==> config.mk <==
export PLATFORM = sky130hd
export DESIGN_NAME = hazard_ctrl
export DESIGN_NICKNAME = d
export VERILOG_FILES = /design/src/rtl/hazard_ctrl.sv
export SDC_FILE = /design/constraint.sdc
export NUM_CORES = 1
export LEC_CHECK = 0
export CAP_MARGIN = 5
export CORE_MARGIN = 3
export CORE_UTILIZATION = 51
export DETAILED_ROUTE_END_ITERATION = 16
export PLACE_DENSITY = 0.85
export SKIP_LAST_GASP = 1
export SYNTH_ARGS = -nofsm -noshare
export SYNTH_HDL_FRONTEND = slang
export SYNTH_SLANG_ARGS = --single-unit
==> constraint.sdc <==
create_clock -name CLK -period 7.3 [get_ports CLK]
set_input_delay 1.46 -clock CLK [delete_from_list [all_inputs] [get_ports CLK]]
set_output_delay 1.46 -clock CLK [all_outputs]
set_load 0.05 [all_outputs]
==> src/rtl/hazard_ctrl.sv <==
// hazard_ctrl: pipeline sequencing controller for the 5-stage core.
// Stalls IF/ID and bubbles ID/EX on load hazards that forwarding cannot
// cover, squashes wrong-path instructions on taken branches, and keeps
// saturating stall/flush debug counters.
//
// Ports:
//   CLK, RST            clock, asynchronous active-high reset
//   IFID_OPCODE/_*_ADDR instruction currently in ID (opcode, RD, R1, R2)
//   IDEX_OPCODE/_RD     instruction currently in EX (opcode, destination)
//   BRANCH_TAKEN_ID     ber/bner/jr in ID resolved taken
//   BRANCH_TAKEN_MEM    be/bne/j in MEM resolved taken
//   CNT_CLR             synchronous clear of both counters
//   PC_WRITE, IFID_WRITE, IDEX_BUBBLE  stall controls (combinational)
//   IFID_FLUSH, IDEX_FLUSH, EXMEM_FLUSH squash controls (combinational)
//   STALLED             FSM is in the multi-cycle STALL state
//   STALL_CYCLES, FLUSH_EVENTS         saturating debug counters
module hazard_ctrl #(
    parameter int unsigned BR_LOAD_STALL = 2,
    parameter int unsigned CNT_W         = 16
) (
    input  logic             CLK,
    input  logic             RST,
    input  logic [4:0]       IFID_OPCODE,
    input  logic [2:0]       IFID_RD_ADDR,
    input  logic [2:0]       IFID_R1_ADDR,
    input  logic [2:0]       IFID_R2_ADDR,
    input  logic [4:0]       IDEX_OPCODE,
    input  logic [2:0]       IDEX_RD_ADDR,
    input  logic             BRANCH_TAKEN_ID,
    input  logic             BRANCH_TAKEN_MEM,
    input  logic             CNT_CLR,
    output logic             PC_WRITE,
    output logic             IFID_WRITE,
    output logic             IDEX_BUBBLE,
    output logic             IFID_FLUSH,
    output logic             IDEX_FLUSH,
    output logic             EXMEM_FLUSH,
    output logic             STALLED,
    output logic [CNT_W-1:0] STALL_CYCLES,
    output logic [CNT_W-1:0] FLUSH_EVENTS
);

    localparam logic [4:0] OP_BNE   = 5'b10011;
    localparam logic [4:0] OP_BE    = 5'b10100;
    localparam logic [4:0] OP_BNER  = 5'b10101;
    localparam logic [4:0] OP_BER   = 5'b10110;
    localparam logic [4:0] OP_J     = 5'b10111;
    localparam logic [4:0] OP_JR    = 5'b11000;
    localparam logic [4:0] OP_LI    = 5'b11001;
    localparam logic [4:0] OP_LOAD  = 5'b11010;
    localparam logic [4:0] OP_STORE = 5'b11011;
    localparam logic [4:0] OP_NOP   = 5'b11111;

    // Remaining STALL-state cycles after the first (RUN-state) stall cycle.
    localparam logic [1:0] CNT_LD = 2'(BR_LOAD_STALL - 1);

    typedef enum logic {
        ST_RUN   = 1'b0,
        ST_STALL = 1'b1
    } state_t;

    state_t     state_q, state_d;
    logic [1:0] cnt_q, cnt_d;

    logic use_r1, use_r2, use_rd, id_branch;
    logic src_match, lu_hazard, bl_hazard;
    logic stall_c;

    // Source-register usage of the instruction in ID.
    always_comb begin
        use_r1    = 1'b0;
        use_r2    = 1'b0;
        use_rd    = 1'b0;
        id_branch = 1'b0;
        case (IFID_OPCODE)
            OP_BNE, OP_BE, OP_J, OP_LI, OP_NOP: ;
            OP_BER, OP_BNER: begin
                use_rd    = 1'b1;
                use_r2    = 1'b1;
                id_branch = 1'b1;
            end
            OP_JR: begin
                use_r2    = 1'b1;
                id_branch = 1'b1;
            end
            OP_STORE: begin
                use_r1 = 1'b1;
                use_r2 = 1'b1;
                use_rd = 1'b1;
            end
            default: begin
                // ALU ops and load
                use_r1 = 1'b1;
                use_r2 = 1'b1;
            end
        endcase
    end

    assign src_match = (use_r1 && (IFID_R1_ADDR == IDEX_RD_ADDR))
                    || (use_r2 && (IFID_R2_ADDR == IDEX_RD_ADDR))
                    || (use_rd && (IFID_RD_ADDR == IDEX_RD_ADDR));

    assign lu_hazard = (IDEX_OPCODE == OP_LOAD) && src_match && !id_branch;
    assign bl_hazard = (IDEX_OPCODE == OP_LOAD) && src_match &&  id_branch;

    // State register.
    always_ff @(posedge CLK or posedge RST) begin
        if (RST) begin
            state_q <= ST_RUN;
            cnt_q   <= 2'd0;
        end else begin
            state_q <= state_d;
            cnt_q   <= cnt_d;
        end
    end

    // Next state and pipeline controls; MEM flush > stall > ID flush.
    always_comb begin
        state_d     = state_q;
        cnt_d       = cnt_q;
        stall_c     = 1'b0;
        PC_WRITE    = 1'b1;
        IFID_WRITE  = 1'b1;
        IDEX_BUBBLE = 1'b0;
        IFID_FLUSH  = 1'b0;
        IDEX_FLUSH  = 1'b0;
        EXMEM_FLUSH = 1'b0;

        case (state_q)
            ST_RUN: begin
                stall_c = lu_hazard || bl_hazard;
                if (bl_hazard && (BR_LOAD_STALL > 1)) begin
                    state_d = ST_STALL;
                    cnt_d   = CNT_LD;
                end
            end
            ST_STALL: begin
                // Hazard detection is masked while draining the stall.
                stall_c = 1'b1;
                cnt_d   = cnt_q - 2'd1;
                if (cnt_q == 2'd1) begin
                    state_d = ST_RUN;
                end
            end
            default: begin
                state_d = ST_RUN;
                cnt_d   = 2'd0;
            end
        endcase

        if (BRANCH_TAKEN_MEM) begin
            // Squash everything younger than MEM and abort any stall.
            state_d     = ST_RUN;
            cnt_d       = 2'd0;
            IFID_FLUSH  = 1'b1;
            IDEX_FLUSH  = 1'b1;
            EXMEM_FLUSH = 1'b1;
        end else if (stall_c) begin
            PC_WRITE    = 1'b0;
            IFID_WRITE  = 1'b0;
            IDEX_BUBBLE = 1'b1;
        end else if (BRANCH_TAKEN_ID) begin
            IFID_FLUSH = 1'b1;
        end
    end

    assign STALLED = (state_q == ST_STALL);

    // Saturating debug counters; clear wins over increment.
    always_ff @(posedge CLK or posedge RST) begin
        if (RST) begin
            STALL_CYCLES <= '0;
            FLUSH_EVENTS <= '0;
        end else if (CNT_CLR) begin
            STALL_CYCLES <= '0;
            FLUSH_EVENTS <= '0;
        end else begin
            if (IDEX_BUBBLE && (STALL_CYCLES != '1)) begin
                STALL_CYCLES <= STALL_CYCLES + CNT_W'(1);
            end
            if (IFID_FLUSH && (FLUSH_EVENTS != '1)) begin
                FLUSH_EVENTS <= FLUSH_EVENTS + CNT_W'(1);
            end
        end
    end

endmodule
==> reports/results.txt <==
status: complete, no violations
drt via density: 6.394
layout cells sized above 1: 5.195%
ANT cells: 0
final setup margin: 1.265 ns
Synthesized Nets: 281
Residual DRC: 0
# clock sinks: 35
Mapped Cells: 251
Ys Warns: 0
DR iter-0 viols: 94
Placed Area: 0.002889 mm^2
via count: 2,289
largest net degree at the start of global routing: 36
Routed WL per cell: 16.32 um
kind of critical path: in -> out
Final Util: 72.13%
Tot GR Track Use: 22.55%
Hold Path Class: reg -> reg
final wirelength: 5844 um
critical path fanouts, max: 35
Seq/Total Area, Yosys: 38.78%
Design Area, Final: 0.002989 mm^2
Setup Viol. Count Final: 0
post-cts sizing count: 0
pins over their slew limit: 0
final hold vios: 0
worst skew pair latency: 0.30 ns
cell total after placement: 350
Detailed Place HPWL: 3921 um
leading cell types in the layout, fill and taps excluded: clkdlybuf4s50_1 (65), dfrtp_1 (35), a21oi_1 (30), or4_1 (21), o31ai_1 (20)
first-pass GRT wire length: 9501 um
power per cell area: 137.4 mW/mm^2
synthesized cell area: 0.002258 mm^2
leak pwr: 1.073 nW
Setup crit start kind: input port
die area: 0.005263 mm^2
total CTS buffers: 5
GRT overflow: 0
M1 WL: 2509 um
Non-Filler Instances: 358
measured slew at the worst slew-check pin: 0.6806 ns
Ports: 66
critical path required time: 5.84 ns
Area Growth Syn to Fin: 32.35%
routed length on met3: 399 um
CORE AREA: 0.004144 mm^2
antenna violations before repair: 0
final worst path period share: 82.67%
H-tree lvl count: 2
vias in the first global route: 2,103
Die Width: 72.55 um
# rows: 23
final worst path period need: 6.035 ns
CTS tree: built
synth unique cells: 47
endpoint class of the critical path: output pin
# Post-CTS Setup Buffers: 0
Hold-fix buffers, CTS: 0
Fillers: 311
met2 WL: 2858 um
nets: 337
clk buf depth: 2
Peak Freq: 0.1657 GHz
Worst Path Arrival: 4.57 ns
Synth Register Bits: 35
starting density of the core: 54.50%
clk slew on worst S/H paths: 0.07 ns
Root Driver: clkbuf_8
max layer used: met4
GPL Wtd Cong: 0.8445
pre-CTS setup slack: 1.310 ns
Peak supply drop: 0.1122 mV
Synth Area per Inst: 8.998 um^2
clock skew: 0.007051 ns
Final ANT Viol Nets: 0
RSZ-0062 raised after global routing: false
Pre-antenna DRT Iters: 4
Setup TNS: 0 ns
Worst slew margin: 54.63%
MaxCap Viol Count: 0
port buffer count: 65
Die Span Y: 72.55 um
commonest non-fill, non-tap cell in the layout: clkdlybuf4s50_1
## final cells by class
class / instances / area, um^2 / area share, %
Sequential cell: 35 / 875.8 / 29.30
Inverter: 7 / 26.28 / 0.8790
Clock buffer: 8 / 100.1 / 3.349
Tap cell: 50 / 62.56 / 2.093
Multi-Input combinational cell: 191 / 1259 / 42.11
Timing Repair Buffer: 67 / 665.6 / 22.27
## power breakdown
group          internal, mW  switching [mW]
Clock                0.0861          0.0712
Combinational        0.0252          0.0308
Sequential            0.195         0.00246
## sequential cells by signal, indices dropped and copies added (netlist names)
name and count:
STALL_CYCLES 16, cnt_q 2, STALLED 1, FLUSH_EVENTS 16
## worst max-delay path, stage by stage
cell and delay [ns]:
clkdlybuf4s50_1 0.58, nor4bb_1 0.12, o31ai_2 0.37, a41oi_2 0.17
o311a_4 0.53, inv_2 0.44, clkdlybuf4s50_1 0.90
## kinds of logic (layout without fill, tap and decap cells)
family / after synthesis / in the layout / synth area share, %
AOI/OAI and AO/OA: 71 / 71 / 21.22
xor gates and xnor gates: 10 / 10 / 3.878
adders and majority gates: 3 / 3 / 1.662
buffers and inverters: 25 / 82 / 5.484
DFF: 35 / 35 / 38.78
muxes: 3 / 3 / 1.496
and+or+nand+nor: 104 / 104 / 27.48
## final timing paths
path                                       from          endpoint  slack (ns)  depth (start not counted)
worst max-delay path             IFID_OPCODE[1]       IDEX_BUBBLE        1.27                          7
worst min-delay path                   cnt_q[0]          cnt_q[0]        0.50                          1
worst max register to register  STALL_CYCLES[0]   STALL_CYCLES[3]        4.72                          7
worst min register to register         cnt_q[0]          cnt_q[0]        0.50                          1
max in group asynchronous                   RST   FLUSH_EVENTS[2]        5.41                          3
min in group asynchronous                   RST  FLUSH_EVENTS[12]        1.57                          3
## metal layers
metal | vias to the layer above | GRT usage (%)
li1 | 1088 | -
met1 | 1106 | 28.32
met2 | 86 | 37.58
met3 | 9 | 5.817
met4 | 0 | 7.787
met5 | - | 0
## synth_stat cells (all sizes together)
| master | instances | area [um^2] |
|---|---|---|
| a2111o | 1 | 11.26 |
| a211oi | 2 | 15.01 |
| a21oi | 30 | 150.1 |
| a311o | 1 | 10.01 |
| a31o | 2 | 17.52 |
| a31oi | 1 | 6.260 |
| a41oi | 1 | 16.27 |
| and2 | 2 | 12.51 |
| and3 | 6 | 37.54 |
| and4 | 3 | 26.28 |
| buf | 9 | 63.80 |
| clkbuf | 9 | 33.78 |
| dfrtp | 35 | 875.8 |
| ha | 3 | 37.54 |
| inv | 7 | 26.27 |
| mux2 | 3 | 33.78 |
| nand2 | 14 | 52.55 |
| nand2b | 1 | 6.260 |
| nand3 | 17 | 85.08 |
| nand3b | 2 | 15.01 |
| nand4 | 5 | 31.28 |
| nand4b | 4 | 35.03 |
| nor2 | 13 | 48.80 |
| nor2b | 2 | 12.51 |
| nor3 | 3 | 15.01 |
| nor3b | 2 | 15.01 |
| nor4 | 1 | 6.260 |
| nor4b | 1 | 8.760 |
| nor4bb | 2 | 20.02 |
| o211ai | 1 | 7.510 |
| o21ai | 7 | 35.03 |
| o311a | 1 | 21.27 |
| o31ai | 21 | 162.6 |
| o41ai | 3 | 26.28 |
| or3 | 4 | 25.02 |
| or4 | 21 | 157.7 |
| or4b | 1 | 10.01 |
| xnor2 | 5 | 43.79 |
| xor2 | 5 | 43.79 |
## stage by stage
stage | hold slack (ns) | total power, mW
3_3_place_gp | 0.4853 | 0.2560
6_report | 0.5003 | 0.4108
4_1_cts | 0.4993 | 0.4126
3_5_place_dp | 0.4896 | 0.2568
5_1_grt | 0.5145 | 0.4245
2_1_floorplan | 0.4527 | 0.2308
Power figures use the tool's default switching activity.
